## src/rtl/mac_pkg.sv

```systemverilog
// ============================================================================
// Package     : mac_pkg
// Description : Shared types and constants for the multi-lane MAC array:
//               the per-beat mode encoding, default parameter values and
//               the saturation bound helpers.
// Revision    : 1.0 - initial release
// ============================================================================
`default_nettype none

package mac_pkg;

   typedef enum logic [1:0] {
      MAC_EXT = 2'd0,   // r = a*b + c, acc unchanged
      ACC     = 2'd1,   // r = acc + a*b, acc <= r
      LOAD    = 2'd2,   // r = c, acc <= c
      START   = 2'd3    // r = a*b, acc <= r
   } mac_mode_e;

   localparam int DEF_BW     = 8;
   localparam int DEF_LANES  = 4;
   localparam int DEF_ACC_W  = 2*DEF_BW + 4;
   localparam int DEF_SIGNED = 0;
   localparam int DEF_SAT    = 1;

   // Bounds are returned in 64 bits; callers keep the low acc_w bits.
   // The signed minimum is sign-extended, so its low acc_w bits are 100..0.
   function automatic logic [63:0] sat_max(input int acc_w, input bit is_signed);
      if (is_signed) return (64'd1 << (acc_w-1)) - 64'd1;
      else           return (64'd1 << acc_w) - 64'd1;
   endfunction

   function automatic logic [63:0] sat_min(input int acc_w, input bit is_signed);
      if (is_signed) return ~64'd0 << (acc_w-1);
      else           return 64'd0;
   endfunction

endpackage

`default_nettype wire

```

## src/rtl/mac_lane.sv

```systemverilog
// ============================================================================
// Module      : mac_lane
// Description : One lane of the MAC array. S1 registers the product and c;
//               S2 adds, saturates, updates the lane accumulator and
//               registers the result.
// Ports       : clk, rst_n      - clock, asynchronous active-low reset
//               i_s1_en         - capture a, b, c into S1 (beat accepted)
//               i_s2_en         - S1 holds a valid beat and the pipe advances
//               i_s2_mode       - mode of the beat currently held in S1
//               i_a, i_b        - operands
//               i_c             - addend / load value
//               o_c, o_sat      - registered result and overflow flag
// Revision    : 1.0 - initial release
// ============================================================================
`default_nettype none

module mac_lane
   import mac_pkg::*;
#(
   parameter int BW     = DEF_BW,
   parameter int ACC_W  = 2*BW + 4,
   parameter int SIGNED = DEF_SIGNED,
   parameter int SAT    = DEF_SAT
) (
   input  logic             clk,
   input  logic             rst_n,
   input  logic             i_s1_en,
   input  logic             i_s2_en,
   input  mac_mode_e        i_s2_mode,
   input  logic [BW-1:0]    i_a,
   input  logic [BW-1:0]    i_b,
   input  logic [ACC_W-1:0] i_c,
   output logic [ACC_W-1:0] o_c,
   output logic             o_sat
);

   localparam logic [63:0]      c_MAX64   = sat_max(ACC_W, SIGNED != 0);
   localparam logic [63:0]      c_MIN64   = sat_min(ACC_W, SIGNED != 0);
   localparam logic [ACC_W-1:0] c_SAT_MAX = c_MAX64[ACC_W-1:0];
   localparam logic [ACC_W-1:0] c_SAT_MIN = c_MIN64[ACC_W-1:0];

   logic [2*BW-1:0]  w_prod;
   logic [2*BW-1:0]  r_prod;
   logic [ACC_W-1:0] r_c;
   logic [ACC_W-1:0] r_acc;
   logic [ACC_W-1:0] r_out_c;
   logic             r_out_sat;
   logic [ACC_W-1:0] w_prod_ext;
   logic [ACC_W-1:0] w_x;
   logic [ACC_W:0]   w_sum;
   logic             w_ovf_u;
   logic             w_ovf_s;
   logic             w_ovf;
   logic [ACC_W-1:0] w_r;

   generate
      if (SIGNED != 0) begin : g_signed
         assign w_prod     = $signed(i_a) * $signed(i_b);
         assign w_prod_ext = {{(ACC_W-2*BW){r_prod[2*BW-1]}}, r_prod};
      end else begin : g_unsigned
         assign w_prod     = i_a * i_b;
         assign w_prod_ext = {{(ACC_W-2*BW){1'b0}}, r_prod};
      end
   endgenerate

   // S1: operands only move when a beat is actually accepted.
   always_ff @(posedge clk or negedge rst_n) begin
      if (!rst_n) begin
         r_prod <= '0;
         r_c    <= '0;
      end else if (i_s1_en) begin
         r_prod <= w_prod;
         r_c    <= i_c;
      end
   end

   // S2 add: one extra bit so the unsigned carry-out is visible directly.
   assign w_x     = (i_s2_mode == MAC_EXT) ? r_c : r_acc;
   assign w_sum   = {1'b0, w_x} + {1'b0, w_prod_ext};
   assign w_ovf_u = w_sum[ACC_W];
   assign w_ovf_s = (w_x[ACC_W-1] == w_prod_ext[ACC_W-1]) &&
                    (w_sum[ACC_W-1] != w_x[ACC_W-1]);

   always_comb begin
      w_ovf = 1'b0;
      w_r   = w_sum[ACC_W-1:0];
      case (i_s2_mode)
         LOAD:    w_r = r_c;
         START:   w_r = w_prod_ext;
         default: begin
            w_ovf = (SIGNED != 0) ? w_ovf_s : w_ovf_u;
            // Unsigned adds can only overflow upward; signed overflow
            // direction follows the (shared) sign of the operands.
            if (w_ovf && (SAT != 0))
               w_r = ((SIGNED != 0) && w_x[ACC_W-1]) ? c_SAT_MIN : c_SAT_MAX;
         end
      endcase
   end

   always_ff @(posedge clk or negedge rst_n) begin
      if (!rst_n) begin
         r_acc     <= '0;
         r_out_c   <= '0;
         r_out_sat <= 1'b0;
      end else if (i_s2_en) begin
         r_out_c   <= w_r;
         r_out_sat <= w_ovf;
         if (i_s2_mode != MAC_EXT)
            r_acc <= w_r;
      end
   end

   assign o_c   = r_out_c;
   assign o_sat = r_out_sat;

endmodule

`default_nettype wire

```

## src/rtl/mac_lane_array.sv

```systemverilog
// ============================================================================
// Module      : mac_lane_array
// Description : LANES-wide pipelined multiply-accumulate with valid/ready
//               handshakes on both sides. Two stages; the whole pipe
//               freezes while a result is held by downstream.
// Ports       : clk, rst_n          - clock, asynchronous active-low reset
//               in_valid/in_ready   - input beat handshake
//               in_mode             - mac_mode_e for every lane of the beat
//               in_a, in_b          - LANES x BW packed operands
//               in_c                - LANES x ACC_W packed addends
//               out_valid/out_ready - result beat handshake
//               out_c               - LANES x ACC_W packed results
//               out_sat             - per-lane overflow flag
// Revision    : 1.0 - initial release
// ============================================================================
`default_nettype none

module mac_lane_array
   import mac_pkg::*;
#(
   parameter int BW     = DEF_BW,
   parameter int LANES  = DEF_LANES,
   parameter int ACC_W  = 2*BW + 4,
   parameter int SIGNED = DEF_SIGNED,
   parameter int SAT    = DEF_SAT
) (
   input  logic                   clk,
   input  logic                   rst_n,
   input  logic                   in_valid,
   output logic                   in_ready,
   input  logic [1:0]             in_mode,
   input  logic [LANES*BW-1:0]    in_a,
   input  logic [LANES*BW-1:0]    in_b,
   input  logic [LANES*ACC_W-1:0] in_c,
   output logic                   out_valid,
   input  logic                   out_ready,
   output logic [LANES*ACC_W-1:0] out_c,
   output logic [LANES-1:0]       out_sat
);

   logic      r_s1_vld;
   logic      r_s2_vld;
   mac_mode_e r_s1_mode;
   logic      w_stall;
   logic      w_adv;
   logic      w_accept;
   logic      w_s2_en;

   // Bubbles are not collapsed: only a valid, unconsumed result stalls.
   assign w_stall  = r_s2_vld & ~out_ready;
   assign w_adv    = ~w_stall;
   assign in_ready = w_adv;
   assign w_accept = in_valid & w_adv;
   assign w_s2_en  = r_s1_vld & w_adv;

   always_ff @(posedge clk or negedge rst_n) begin
      if (!rst_n) begin
         r_s1_vld  <= 1'b0;
         r_s2_vld  <= 1'b0;
         r_s1_mode <= MAC_EXT;
      end else if (w_adv) begin
         r_s1_vld <= in_valid;
         r_s2_vld <= r_s1_vld;
         if (in_valid)
            r_s1_mode <= mac_mode_e'(in_mode);
      end
   end

   assign out_valid = r_s2_vld;

   generate
      for (genvar i = 0; i < LANES; i++) begin : g_lane
         mac_lane #(
            .BW     (BW),
            .ACC_W  (ACC_W),
            .SIGNED (SIGNED),
            .SAT    (SAT)
         ) u_lane (
            .clk       (clk),
            .rst_n     (rst_n),
            .i_s1_en   (w_accept),
            .i_s2_en   (w_s2_en),
            .i_s2_mode (r_s1_mode),
            .i_a       (in_a[i*BW +: BW]),
            .i_b       (in_b[i*BW +: BW]),
            .i_c       (in_c[i*ACC_W +: ACC_W]),
            .o_c       (out_c[i*ACC_W +: ACC_W]),
            .o_sat     (out_sat[i])
         );
      end
   endgenerate

endmodule

`default_nettype wire

```

## config.mk

```make
export PLATFORM = sky130hd
export DESIGN_NAME = mac_lane_array
export DESIGN_NICKNAME = d
export VERILOG_FILES = /design/src/rtl/mac_pkg.sv /design/src/rtl/mac_lane.sv /design/src/rtl/mac_lane_array.sv
export SDC_FILE = /design/constraint.sdc
export NUM_CORES = 1
export LEC_CHECK = 0
export ABC_CLOCK_PERIOD_IN_PS = 12100
export BUFFER_PORTS_ARGS = -buffer_cell sky130_fd_sc_hd__buf_4
export CAP_MARGIN = 15
export CORE_ASPECT_RATIO = 0.5
export CORE_MARGIN = 2
export CORE_UTILIZATION = 40
export DETAILED_ROUTE_END_ITERATION = 10
export PLACE_DENSITY_LB_ADDON = 0.25
export REMOVE_ABC_BUFFERS = 1
export SLEW_MARGIN = 0
export SYNTH_ARGS = -nofsm -noshare
export SYNTH_HDL_FRONTEND = slang
export SYNTH_SLANG_ARGS = --single-unit
```

## constraint.sdc

```tcl
create_clock -name clk -period 12.1 [get_ports clk]
set_input_delay 2.42 -clock clk [delete_from_list [all_inputs] [get_ports clk]]
set_output_delay 2.42 -clock clk [all_outputs]
set_load 0.02 [all_outputs]
```

==> impl_results.md <==
- Status: complete, no violations
- Crit-path max FO: 8
- Worst-margin pin slew: 1.02 ns
- Max VDD drop: 0.106 mV
- Vias in the first global route: 20,400
- Die H: 184 um
- Relative slew slack: 31.9%
- Synthesized flop and latch total: 312
- CP arrival: 6.70 ns
- Synthesized area: 25,900 um^2
- Max Cap Viol: 0
- Initial core utilization: 40.7%
- CP endpoint kind: flip-flop
- Worst Hold Class: reg -> reg
- Remaining Overflow, GRT: 0
- CP startpoint kind: input pin
- DR iter-0 viols: 1,123
- First-pass GRT wire length: 107,000 um
- Setup bufs post-CTS: 0
- Layout cells sized above 1: 16.6%
- Hold-fix buffers at CTS: 0
- Dominant synthesized flop cell: dfrtp_1
- Fmax achieved: 158 MHz
- Post-Route WL: 65,400 um
- Area after DPL: 28,400 um^2
- Drc violations: 0
- Hold Slack: 0.476 ns
- Synthesis-to-layout area growth: 14.3%
- Mapped Cells: 2,816
- Final net count: 3,504
- Async set or reset register ratio after synthesis: 100%
- Clock skew: 0.0117 ns
- Final setup viols: 0
- Max-slew violations: 0
- PortBufs: 235
- CTS buffer count: 35
- Crit Path Class: in -> reg
- ANT nets after route: 0
- Row count: 65
- Detailed Routing Iterations Pass 1: 5
- Die width: 364 um
- Initial antenna violation count: 3
- Post-CTS sizing: 0
- Pin count of the biggest net entering global routing: 112
- Hold Fails Final Rpt: 0
- Pwr/cell area: 224 nW/um^2
- Core Util, Final: 46.5%
- Full die area: 66,800 um^2
- Final min period: 6.34 ns
- Max clock buf depth: 3
- Avg Inst Size Synth: 9.18 um^2
- Routed vias: 20,200
- Period utilization: 52.4%
- Final std cell area, no fill: 29,600 um^2
- Total power: 6.61 mW
- Post-synthesis sequential area ratio: 30.2%
- Total core area: 63,500 um^2
- GRT Util Overall: 19.7%
- Via-to-Cell Ratio: 5.19
- Top Ports: 236
- Clock Latency Late Sink: 0.53 ns
- Fin Setup TNS: 0 ns
- Yosys warnings: 0
- CTS root buf: clkbuf_16
- # H-tree levels: 2
- WL per Instance: 16.8 um
- CTS tree: yes
- Number of synthesized flops with an enable pin: 0
- RSZ-0062 raised after global routing: no
- # clock sinks: 312
- Worst Path Required: 12.46 ns
- Clock slew at reported path FFs: 0.06 ns
- Synth cell types: 78
- Static leakage: 14.5 nW
- Placer Congestion: 0.879
- Hpwl dp: 47,800 um
## cell usage in the layout (no fill, tap or decap), types with 86 or more instances in the layout
| cell | count |
|---|---|
| ha_1 | 208 |
| fa_1 | 148 |
| buf_4 | 251 |
| dfrtp_1 | 310 |
| a21oi_1 | 88 |
| nor2_1 | 86 |
| nand2_1 | 524 |
| o21ai_0 | 180 |
| inv_1 | 235 |
| mux2_2 | 161 |
| and2_1 | 215 |
## Yosys cell counts, drive strengths merged (37+ instances only)
library cell | n | share of area, %
mux2 | 161 | 7.0
nor3 | 43 | 0.83
clkbuf | 76 | 1.1
xor2 | 37 | 1.3
nor2 | 92 | 1.4
and2 | 216 | 5.2
xnor2 | 59 | 2.0
nand2 | 527 | 7.6
fa | 148 | 11
o21ai | 186 | 3.6
inv | 235 | 3.4
ha | 208 | 10
mux2i | 70 | 2.7
dfrtp | 312 | 30
a21oi | 90 | 1.8
## state kept, by name, summed over array words and instances, names as in the netlist
| signal | cells |
|---|---|
| g_lane.u_lane.o_c | 80 |
| g_lane.u_lane.o_sat | 4 |
| g_lane.u_lane.r_acc | 80 |
| g_lane.u_lane.r_c | 80 |
| g_lane.u_lane.r_prod | 64 |
| out_valid | 1 |
| r_s1_mode | 2 |
| r_s1_vld | 1 |
## final timing paths
check                      slack [ns]                             startpoint  depth (start not counted)                                      end
setup / recovery                 5.76                                in_b[2]                         17  g_lane[0].u_lane.r_prod[15]$_DFFE_PN0P_
hold / removal                   0.48  g_lane[0].u_lane.r_acc[8]$_DFFE_PN0P_                          2    g_lane[0].u_lane.r_acc[8]$_DFFE_PN0P_
setup reg to reg                 6.67               r_s1_mode[0]$_DFFE_PN0P_                         14     g_lane[3].u_lane.o_c[15]$_DFFE_PN0P_
hold reg to reg                  0.48  g_lane[0].u_lane.r_acc[8]$_DFFE_PN0P_                          2    g_lane[0].u_lane.r_acc[8]$_DFFE_PN0P_
max in group asynchronous        7.82                                  rst_n                          3                 r_s1_mode[1]$_DFFE_PN0P_
min in group asynchronous        1.94                                  rst_n                          1   g_lane[2].u_lane.r_prod[0]$_DFFE_PN0P_
## report_power, final
group / internal, mW / switching, mW / total (mW) / leakage [nW]
sequential: 1.45 / 0.358 / 1.80 / 3.76
combinational: 1.66 / 2.09 / 3.76 / 10.2
clock: 0.620 / 0.434 / 1.05 / 0.544
total: 3.73 / 2.89 / 6.61 / 14.5
## critical path, cell delays in order
cell and delay [ns]:
buf_4 0.14, and2_1 0.17, fa_1 0.53, inv_1 0.06
fa_1 0.54, inv_1 0.05, fa_1 0.49, inv_1 0.05
fa_1 0.47, inv_1 0.04, ha_1 0.30, a21boi_0 0.16
or4_1 0.46, a31o_2 0.23, o41a_1 0.32, xnor2_1 0.16
o21ai_0 0.09
## stage by stage
step                setup WS (ns)  cells
floorplan                    4.48   2709
global placement             5.24   3832
detailed placement           5.24   3832
CTS                          5.76   3893
global route                 5.56   3896
finish                       5.76   3896
## metal layers
layer / track usage [%] / vias up / share of wire [%]
met5: 0 / - / 0
met4: 6.01 / 0 / 2.6
met3: 1.59 / 93 / 2.7
met2: 34.5 / 319 / 49
met1: 26.1 / 9918 / 46
li1: - / 9882 / -
## layout make-up
class / instances / area [um^2]
clock buffer: 54 / 1050
tap: 871 / 1090
antenna: 3 / 7.51
clock inverter: 7 / 71.3
timing repair buffer: 252 / 1900
sequential: 312 / 7820
multi-input combinational: 2162 / 16700
inverter: 235 / 882
fill: 6046 / 34000
## logic make-up after synthesis
| family | synth area share [%] |
|---|---|
| multiplexers | 9.81 |
| XOR/XNOR | 3.25 |
| flip-flops | 30.2 |
| AO/OA/AOI/OAI | 12.8 |
| adder cells (fa/ha/maj) | 21.5 |
| buffers and inverters | 5.22 |
| AND/OR/NAND/NOR | 17.3 |
Note: power is estimated with default switching activity, not from simulation.
